**src/rtl/array_eyeriss_seq_pkg.sv**
```systemverilog
// array_eyeriss_seq_pkg: sequencer state encoding and timing constants derived from array geometry.
package array_eyeriss_seq_pkg;
  typedef enum logic [3:0] {
    S_IDLE, S_WCLR, S_WLOAD, S_CLEAR, S_FETCH, S_MAC, S_DRAIN, S_OUT, S_FIN
  } seq_state_e;
  function automatic int cyc_of(int iwidth);
    return 1 << (iwidth - 1);
  endfunction
  function automatic int drain_of(int height, int width);
    return height + width;
  endfunction
  localparam int CYC = cyc_of(8);
  localparam int DRAIN = drain_of(12, 14);
endpackage

```
**src/rtl/wght_sm_conv.sv**
```systemverilog
// wght_sm_conv: two's-complement weight to sign/magnitude, magnitude saturated so the most negative code stays representable.
module wght_sm_conv #(
  parameter int IWIDTH = 8
) (
  input  logic [IWIDTH-1:0] w,
  output logic              sign,
  output logic [IWIDTH-2:0] mag
);
  logic [IWIDTH-1:0] a;
  assign sign = w[IWIDTH-1];
  assign a = sign ? ~w + 1'b1 : w;
  assign mag = a[IWIDTH-1] ? '1 : a[IWIDTH-2:0];
endmodule

```
**src/rtl/array_eyeriss_seq.sv**
```systemverilog
// array_eyeriss_seq: loads weights, streams ifm vectors and drains column results of one array_eyeriss instance.
module array_eyeriss_seq
  import array_eyeriss_seq_pkg::*;
#(
  parameter int HEIGHT = 12,
  parameter int WIDTH  = 14,
  parameter int IWIDTH = 8,
  parameter int OWIDTH = 16
) (
  input  logic                               clk,
  input  logic                               rst_n,
  input  logic                               start,
  input  logic [15:0]                        num_vec,
  input  logic [WIDTH-1:0][IWIDTH-1:0]       wght_in,
  input  logic                               ifm_valid,
  output logic                               ifm_ready,
  input  logic [HEIGHT-1:0][IWIDTH-1:0]      ifm_data,
  output logic                               res_valid,
  input  logic                               res_ready,
  output logic [WIDTH-1:0][OWIDTH-1:0]       res_data,
  output logic                               busy,
  output logic                               done,
  output logic [HEIGHT-1:0]                  en_i,
  output logic [HEIGHT-1:0]                  clr_i,
  output logic [HEIGHT-1:0]                  mac_done,
  output logic [WIDTH-1:0]                   en_w,
  output logic [WIDTH-1:0]                   clr_w,
  output logic [WIDTH-1:0]                   en_o,
  output logic [WIDTH-1:0]                   clr_o,
  output logic [HEIGHT-1:0][IWIDTH-1:0]      ifm,
  output logic [WIDTH-1:0]                   wght_sign,
  output logic [WIDTH-1:0][IWIDTH-2:0]       wght_abs,
  input  logic [WIDTH-1:0][OWIDTH-1:0]       ofm_arr
);
  localparam int DRN = drain_of(HEIGHT, WIDTH);
  localparam int DW = $clog2(DRN + 1);
  localparam logic [IWIDTH-2:0] C_LAST = '1;
  localparam logic [DW-1:0] D_LAST = DW'(DRN - 1);
  seq_state_e state, state_n;
  logic [IWIDTH-2:0] cnt, cnt_n;
  logic [DW-1:0] dcnt, dcnt_n;
  logic [15:0] vcnt, vcnt_n;
  logic [WIDTH-1:0][IWIDTH-1:0] w_q;
  logic [WIDTH-1:0] sgn;
  logic [WIDTH-1:0][IWIDTH-2:0] mag;
  logic acc, cap;
  for (genvar c = 0; c < WIDTH; c++) begin : g_conv
    wght_sm_conv #(.IWIDTH(IWIDTH)) u_conv (.w(w_q[c]), .sign(sgn[c]), .mag(mag[c]));
  end
  assign acc = ifm_valid && ifm_ready;
  assign cap = (state == S_DRAIN) && (dcnt == D_LAST);
  always_comb begin
    state_n = state;
    cnt_n = cnt;
    dcnt_n = dcnt;
    vcnt_n = vcnt;
    case (state)
      S_IDLE: if (start) begin
        vcnt_n = num_vec;
        state_n = (num_vec == '0) ? S_FIN : S_WCLR;
      end
      S_WCLR:  state_n = S_WLOAD;
      S_WLOAD: state_n = S_CLEAR;
      S_CLEAR: state_n = S_FETCH;
      S_FETCH: if (acc) begin
        cnt_n = '0;
        state_n = S_MAC;
      end
      S_MAC: begin
        cnt_n = cnt + 1'b1;
        dcnt_n = '0;
        if (cnt == C_LAST) state_n = S_DRAIN;
      end
      S_DRAIN: begin
        dcnt_n = dcnt + 1'b1;
        if (cap) state_n = S_OUT;
      end
      S_OUT: if (res_ready) begin
        vcnt_n = vcnt - 16'(vcnt != '0);
        state_n = (vcnt_n != '0) ? S_CLEAR : S_FIN;
      end
      default: state_n = S_IDLE;
    endcase
  end
  // Outputs are registered from the next-state view so each tracks its state exactly.
  always_ff @(posedge clk or negedge rst_n) begin
    if (!rst_n) begin
      state <= S_IDLE;
      cnt <= '0;
      dcnt <= '0;
      vcnt <= '0;
      w_q <= '0;
      en_i <= '0;
      mac_done <= '0;
      clr_i <= '0;
      en_w <= '0;
      clr_w <= '0;
      en_o <= '0;
      clr_o <= '0;
      ifm_ready <= 1'b0;
      res_valid <= 1'b0;
      done <= 1'b0;
      busy <= 1'b0;
      wght_sign <= '0;
      wght_abs <= '0;
      ifm <= '0;
      res_data <= '0;
    end else begin
      state <= state_n;
      cnt <= cnt_n;
      dcnt <= dcnt_n;
      vcnt <= vcnt_n;
      if (state == S_IDLE && start) w_q <= wght_in;
      en_i <= {HEIGHT{state_n == S_MAC}};
      mac_done <= {HEIGHT{state_n == S_MAC && cnt_n == C_LAST}};
      clr_i <= {HEIGHT{state_n == S_CLEAR}};
      en_w <= {WIDTH{state_n == S_WLOAD}};
      clr_w <= {WIDTH{state_n == S_WCLR}};
      en_o <= {WIDTH{state_n == S_DRAIN}};
      clr_o <= {WIDTH{state_n == S_CLEAR}};
      ifm_ready <= state_n == S_FETCH;
      res_valid <= state_n == S_OUT;
      done <= state_n == S_FIN;
      busy <= state_n != S_IDLE && state_n != S_FIN;
      wght_sign <= state_n == S_IDLE ? '0 : state_n == S_WLOAD ? sgn : wght_sign;
      wght_abs <= state_n == S_IDLE ? '0 : state_n == S_WLOAD ? mag : wght_abs;
      ifm <= state_n == S_IDLE ? '0 : acc ? ifm_data : ifm;
      res_data <= state_n == S_IDLE ? '0 : cap ? ofm_arr : res_data;
    end
  end
endmodule
```
**config.mk**
```make
export PLATFORM = sky130hd
export DESIGN_NAME = array_eyeriss_seq
export DESIGN_NICKNAME = d
export VERILOG_FILES = /design/src/rtl/array_eyeriss_seq_pkg.sv /design/src/rtl/wght_sm_conv.sv /design/src/rtl/array_eyeriss_seq.sv
export SDC_FILE = /design/constraint.sdc
export NUM_CORES = 1
export LEC_CHECK = 0
export ABC_AREA = 1
export CAP_MARGIN = 10
export CORE_AREA = 10 10 375 377
export CTS_CLUSTER_DIAMETER = 80
export DETAILED_ROUTE_END_ITERATION = 7
export DIE_AREA = 0 0 385 387
export SYNTH_ARGS = -nofsm -noshare
export SYNTH_HDL_FRONTEND = slang
export SYNTH_SLANG_ARGS = --single-unit
export TNS_END_PERCENT = 100
```
**constraint.sdc**
```tcl
create_clock -name clk -period 7.6 [get_ports clk]
set_input_delay 0.76 -clock clk [delete_from_list [all_inputs] [get_ports clk]]
set_output_delay 0.76 -clock clk [all_outputs]
set_load 0.005 [all_outputs]
```
# Yosys cells after proc, flatten, opt, wreduce, memory -nomap -nowiden

Cells that the tools add are included.

Bits in registers: 587

Add/sub/neg operators: 17
Equal/unequal tests: 21
Multiplexer cells: 50
Bitwise logic cells: 14
Reductions and logical operators: 17

Operators with widths:

| kind                                          | number |
|---|---|
| 2-to-1 mux 224 bit                            | 2 |
| 2-to-1 mux 98 bit                             | 2 |
| 2-to-1 mux 96 bit                             | 2 |
| adder 8 x 1 -> 8 bit, second input constant   | 14 |
| 2-to-1 mux 8 bit                              | 14 |
| NOT 8 bit                                     | 14 |
| 2-to-1 mux 7 bit                              | 15 |
| == test 4 x 3 -> 1 bit, second input constant | 8 |
| 2-to-1 mux 16 bit                             | 2 |
| case mux 16 bit (2 select lines)              | 1 |
| case mux 4 bit (8 select lines)               | 1 |
| nonzero test 16 bit                           | 2 |
| 2-to-1 mux 14 bit                             | 2 |
| 2-to-1 mux 4 bit                              | 7 |
| == test 4 x 2 -> 1 bit, second input constant | 4 |
| zero test 16 bit                              | 1 |
| subtractor 16 x 1 -> 16 bit                   | 1 |
| == test 7 bit, second input constant          | 2 |
| case mux 7 bit (2 select lines)               | 1 |
| case mux 5 bit (2 select lines)               | 1 |
| nonzero test 2 bit                            | 5 |
| == test 4 x 1 -> 1 bit, second input constant | 2 |
| zero test 4 bit                               | 2 |
| adder 7 x 1 -> 7 bit, second input constant   | 1 |
| 8 further kinds                               | 13 |

# Logic depth before layout (Yosys ltp)

Word-level depth: 9
Depth in mapped cells: 23
Mapped depth without buffers: 21

# By module

Synthesis repeated with hierarchy kept, for this count alone.

Cell total of the unflattened synthesis: 2790
Area, all modules: 27959.3 sq um

Modules (own cells, without submodules):

| module            | instances | cells each | area an instance (sq um) | sequential area each (sq um) |
|---|---|---|---|---|
| array_eyeriss_seq | 1         | 2216       | 24526.0                  | 14664.1 |
| wght_sm_conv      | 14        | 41         | 245.2                    | 0.0 |

# Worst setup path before layout

Ideal clock, no wire load.

Kind: flip-flop to flip-flop
Start point: register vcnt[6]
End point: register res_data[100] (netlist bit)
Setup time: 0.120 ns
Data arrival time: 2.719 ns
Data required time: 7.480 ns
Setup slack: 4.761 ns
Cell stages (with the launch flop): 24
Cell sequence: dfrtp_1 nor2_1 nand2_1 nor2_1 nand3_1 ha_1 ha_1 nand2_1 nor2_1 nand2_1 nor2_1 nand2_1 nor2_1 nand2_1 nor2_1 nand2_1 nand2_1 nand2_1 nand2_1 nand2_1 nor2_4 buf_4 buf_4 nor2_1

Word-level cells in the longest chain between the ends: 8
Elaborated cells on any way between the ends: 9
Classes of those cells: add/sub (1); mux (4); reduce/logical (4)

RTL lines:

| what                                                            | RTL line                 | source |
|---|---|---|
| start: declaration                                              | array_eyeriss_seq.sv:42  | `logic [15:0] vcnt, vcnt_n;` |
| start signal: assignment                                        | array_eyeriss_seq.sv:112 | `vcnt <= vcnt_n;` |
| nonzero test 16 bit                                             | array_eyeriss_seq.sv:79  | `vcnt_n = vcnt - 16'(vcnt != '0);` |
| subtractor 16 x 1 -> 16 bit *                                   | array_eyeriss_seq.sv:79  |  |
| nonzero test 16 bit *                                           | array_eyeriss_seq.sv:80  | `state_n = (vcnt_n != '0) ? S_CLEAR : S_FIN;` |
| 2-to-1 mux 4 bit *                                              | array_eyeriss_seq.sv:80  |  |
| 2-to-1 mux 4 bit *                                              | array_eyeriss_seq.sv:78  | `S_OUT: if (res_ready) begin` |
| case mux 4 bit (8 select lines) *                               | array_eyeriss_seq.sv:57  | `case (state)` |
| zero test 4 bit *                                               | array_eyeriss_seq.sv:128 | `res_data <= state_n == S_IDLE ? '0 : cap ? ofm_arr : res_data;` |
| 2-to-1 mux 224 bit / nonzero test 2 bit (equally long branches) | --                       |  |
| end signal: assignment                                          | array_eyeriss_seq.sv:128 |  |
| end: declaration                                                | array_eyeriss_seq.sv:20  | `output logic [WIDTH-1:0][OWIDTH-1:0] res_data,` |

Every way passes the cells marked *; elsewhere a longest branch is shown, timed or not.
A chain may end at the register's enable or synchronous reset.

# Final worst setup path

Start point: register vcnt[7]
End point: register res_data[219] (netlist bit)

Same word-level chain as after synthesis.

==> flow_summary.json <==
{
  "async_reset_ff_frac": 1.00,
  "die_area_mm2": 0.149,
  "cp_slowest_stage_delay_ns": 0.79,
  "synth_compound_area_frac": 0.0584,
  "portBuffers": 980,
  "yosys.area_share.adder": 0.00908,
  "rrSetupSlack_ns": 3.15,
  "grt_first_pass_wirelength_um": 169000,
  "layout.nets": 4079,
  "fin_crit_ns": 4.45,
  "worst_pin_slew_ns": 1.22,
  "fin_ws_ns": 3.15,
  "vias": 22300,
  "synth_cell_type_count": 36,
  "hpwlAfterDp_um": 93600,
  "grt_pass1_vias": 22600,
  "skew_ns": 0.0239,
  "cts.sinks": 586,
  "die_y_um": 387,
  "fin_tns_setup_ns": 0,
  "worstPathMaxFanout": 55,
  "cp_data_arrival_time_ns": 4.96,
  "area_delta_synth_final_pct": 52.4,
  "synth-seq-cells": 586,
  "mappedNetlistArea_mm2": 0.0262,
  "cts_buffers": 78,
  "cts_max_level": 3,
  "synth_flop_cell": "dfrtp_1",
  "synthMuxAreaShare": 0.123,
  "first_iter_violations": 1277,
  "post-place-cells": 5295,
  "yosysWarnings": 0,
  "hold_violations": 0,
  "fin_cells": 5437,
  "start_util": 0.197,
  "min_period_over_period": 0.585,
  "overflow": 0,
  "post-route-drc-count": 0,
  "wl_per_cell_um": 22.1,
  "ios": 981,
  "crit_chain": "nor2_1, nand2_1, nor2_1, nand3_1, ha_1, ha_1, xnor2_1, nand2_1, nor2_1, nand2_1, nor2_1, nand2_1, nor2_1, nand2_1, nand2_1, nand2_1, nand2_1, nand2_1, nor2_4, buf_4, nor2_1",
  "root_buffer": "clkbuf_16",
  "postRouteWirelength_um": 120000,
  "place.gp.congestion": 0.842,
  "critPathSlowestCell": "nor2_4",
  "crit_top_cell": "nand2_1",
  "row_count": 134,
  "clock_path_buffers": 3,
  "drive_gt1_frac": 0.0461,
  "detailedPlace.worstSlack_ns": 2.82,
  "cap_violations": 0,
  "synthSimpleGateAreaFrac": 0.167,
  "end_kind": "flip-flop",
  "power_density_mw_per_mm2": 251,
  "synth_edf_count": 0,
  "antenna_found_initial": 22,
  "place_area_mm2": 0.0372,
  "synth_cells": 2740,
  "p_leak_nw": 19.7,
  "cp.required_ns": 8.11,
  "grt_max_degree": 159,
  "worstHoldPathType": "in2async",
  "cts.hold.buffers_added": 0,
  "cp-start-kind": "flip-flop",
  "synth_top_cell_by_area": "dfrtp_1",
  "ys_seq_area_frac": 0.560,
  "synth_xor_area_frac": 0.0120,
  "syn-num-nets": 3212,
  "max_freq_ghz": 0.225,
  "cts_setup_buffers": 0,
  "vias_per_cell": 4.10,
  "slew_viol_final": 0,
  "clkSlewWorstSetupHoldPaths_ns": 0.06,
  "irDropWorstVdd_v": 0.000170,
  "drt_pass1_iterations": 5,
  "core-area_mm2": 0.133,
  "crit_type": "reg2reg",
  "grt_use_total": 0.154,
  "synthTopCellsByArea": "dfrtp_1 (56%), mux2i_1 (12%), nand2_1 (8.4%)",
  "status": "complete, no violations",
  "synth_top_family_by_area": "simple AND/OR/NAND/NOR gates",
  "relSlewSlack": 0.179,
  "cts.repair.resized": 0,
  "syn-mean-instance-area_um2": 9.56,
  "chipWidth_um": 385,
  "grt_setup_unrepaired": "no",
  "design_area_mm2": 0.0399,
  "setup_viol": 0,
  "cts_tree": "yes",
  "clk_latency_ns": 0.67,
  "ant_nets": 0,
  "synth_top_cell_area_share": 0.560
}
state kept, by name, indices dropped and copies added (netlist names), 4 cells and up:
signal,count
cnt,7
w_q,112
vcnt,16
dcnt,5
wght_abs,98
res_data,224
state,4
ifm,96
wght_sign,14
worst max-delay path, delay by kind of cell, from the launching register on:
family | cells | cell delay [ns]
simple gates | 17 | 2.47
xor+xnor | 1 | 0.21
fa+ha+maj | 2 | 0.52
buf+inv | 1 | 0.64
flops | 1 | 0.41
metrics by stage:
step | hold slack, ns | utilization | power, mW
after CTS | 0.161 | 0.300 | 10.2
after detailed placement | 0.458 | 0.280 | 6.30
after global routing | 0.201 | 0.300 | 10.6
after global placement | 0.455 | 0.280 | 6.27
final | 0.176 | 0.300 | 10.0
after floorplan | 0.464 | - | 4.77
cells in the final DEF (no fill, tap or decap), types with 16 or more instances in the layout:
cell,instances
nor3_1,25
clkdlybuf4s50_1,979
nor2_1,434
ha_1,19
a21oi_1,44
nand3_1,40
buf_4,17
nand2_1,585
dfrtp_1,586
o21ai_0,212
inv_1,146
clkbuf_8,24
xor2_1,35
mux2i_1,321
nor4_1,16
clkbuf_16,79
power by group:
part | switching, mW | internal [mW] | leakage [nW]
sequential | 0.258 | 3.52 | 7.12
clock | 1.50 | 2.32 | 1.32
combinational | 1.24 | 1.16 | 11.2
per-layer routing:
metal	vias to the layer above	routed length (um)	track usage
met5	-	92	0
met4	16	2450	0.0390
met3	131	10600	0.0546
met2	781	60000	0.271
met1	10800	46800	0.176
li1	10500	-	-
final cells by class:
type,instances,area (um^2)
multi-input combinational,1786,9700
timing repair buffer,1003,10100
fill,13800,93100
antenna,3,7.51
clock buffer,116,2360
inverter,152,576
clock inverter,23,320
tap,1768,2210
sequential,586,14700
path summary, 6_finish.rpt:
kind / endpoint / cells after the start / start
min reg2reg: wght_abs[4] / 2 / wght_abs[4]
min: wght_abs[20] / 1 / rst_n
max in group asynchronous: res_data[30] / 2 / rst_n
max reg2reg: res_data[219] / 21 / vcnt[7]
max: res_data[219] / 21 / vcnt[7]
min in group clk: wght_abs[4] / 2 / wght_abs[4]
synth_stat cells, types with 9 or more instances:
cell type    n
inv_1      147
xor2_1      35
ha_1        19
o31ai_1      9
clkbuf_1    69
a21oi_1     44
nor4_1      16
mux2i_1    321
buf_4      118
buf_2       24
nand3_1     41
nor3_1      25
o22ai_1     13
dfrtp_1    586
nand2_1    587
nor2_1     435
o21ai_0    213
cells by family after synthesis:
logic type | after synthesis
xor gates and xnor gates | 36
and+or+nand+nor | 1119
muxes | 321
DFF | 586
AOI/OAI and AO/OA | 291
adders and majority gates | 19
buffers and inverters | 368
Note: power is estimated with default switching activity, not from simulation.
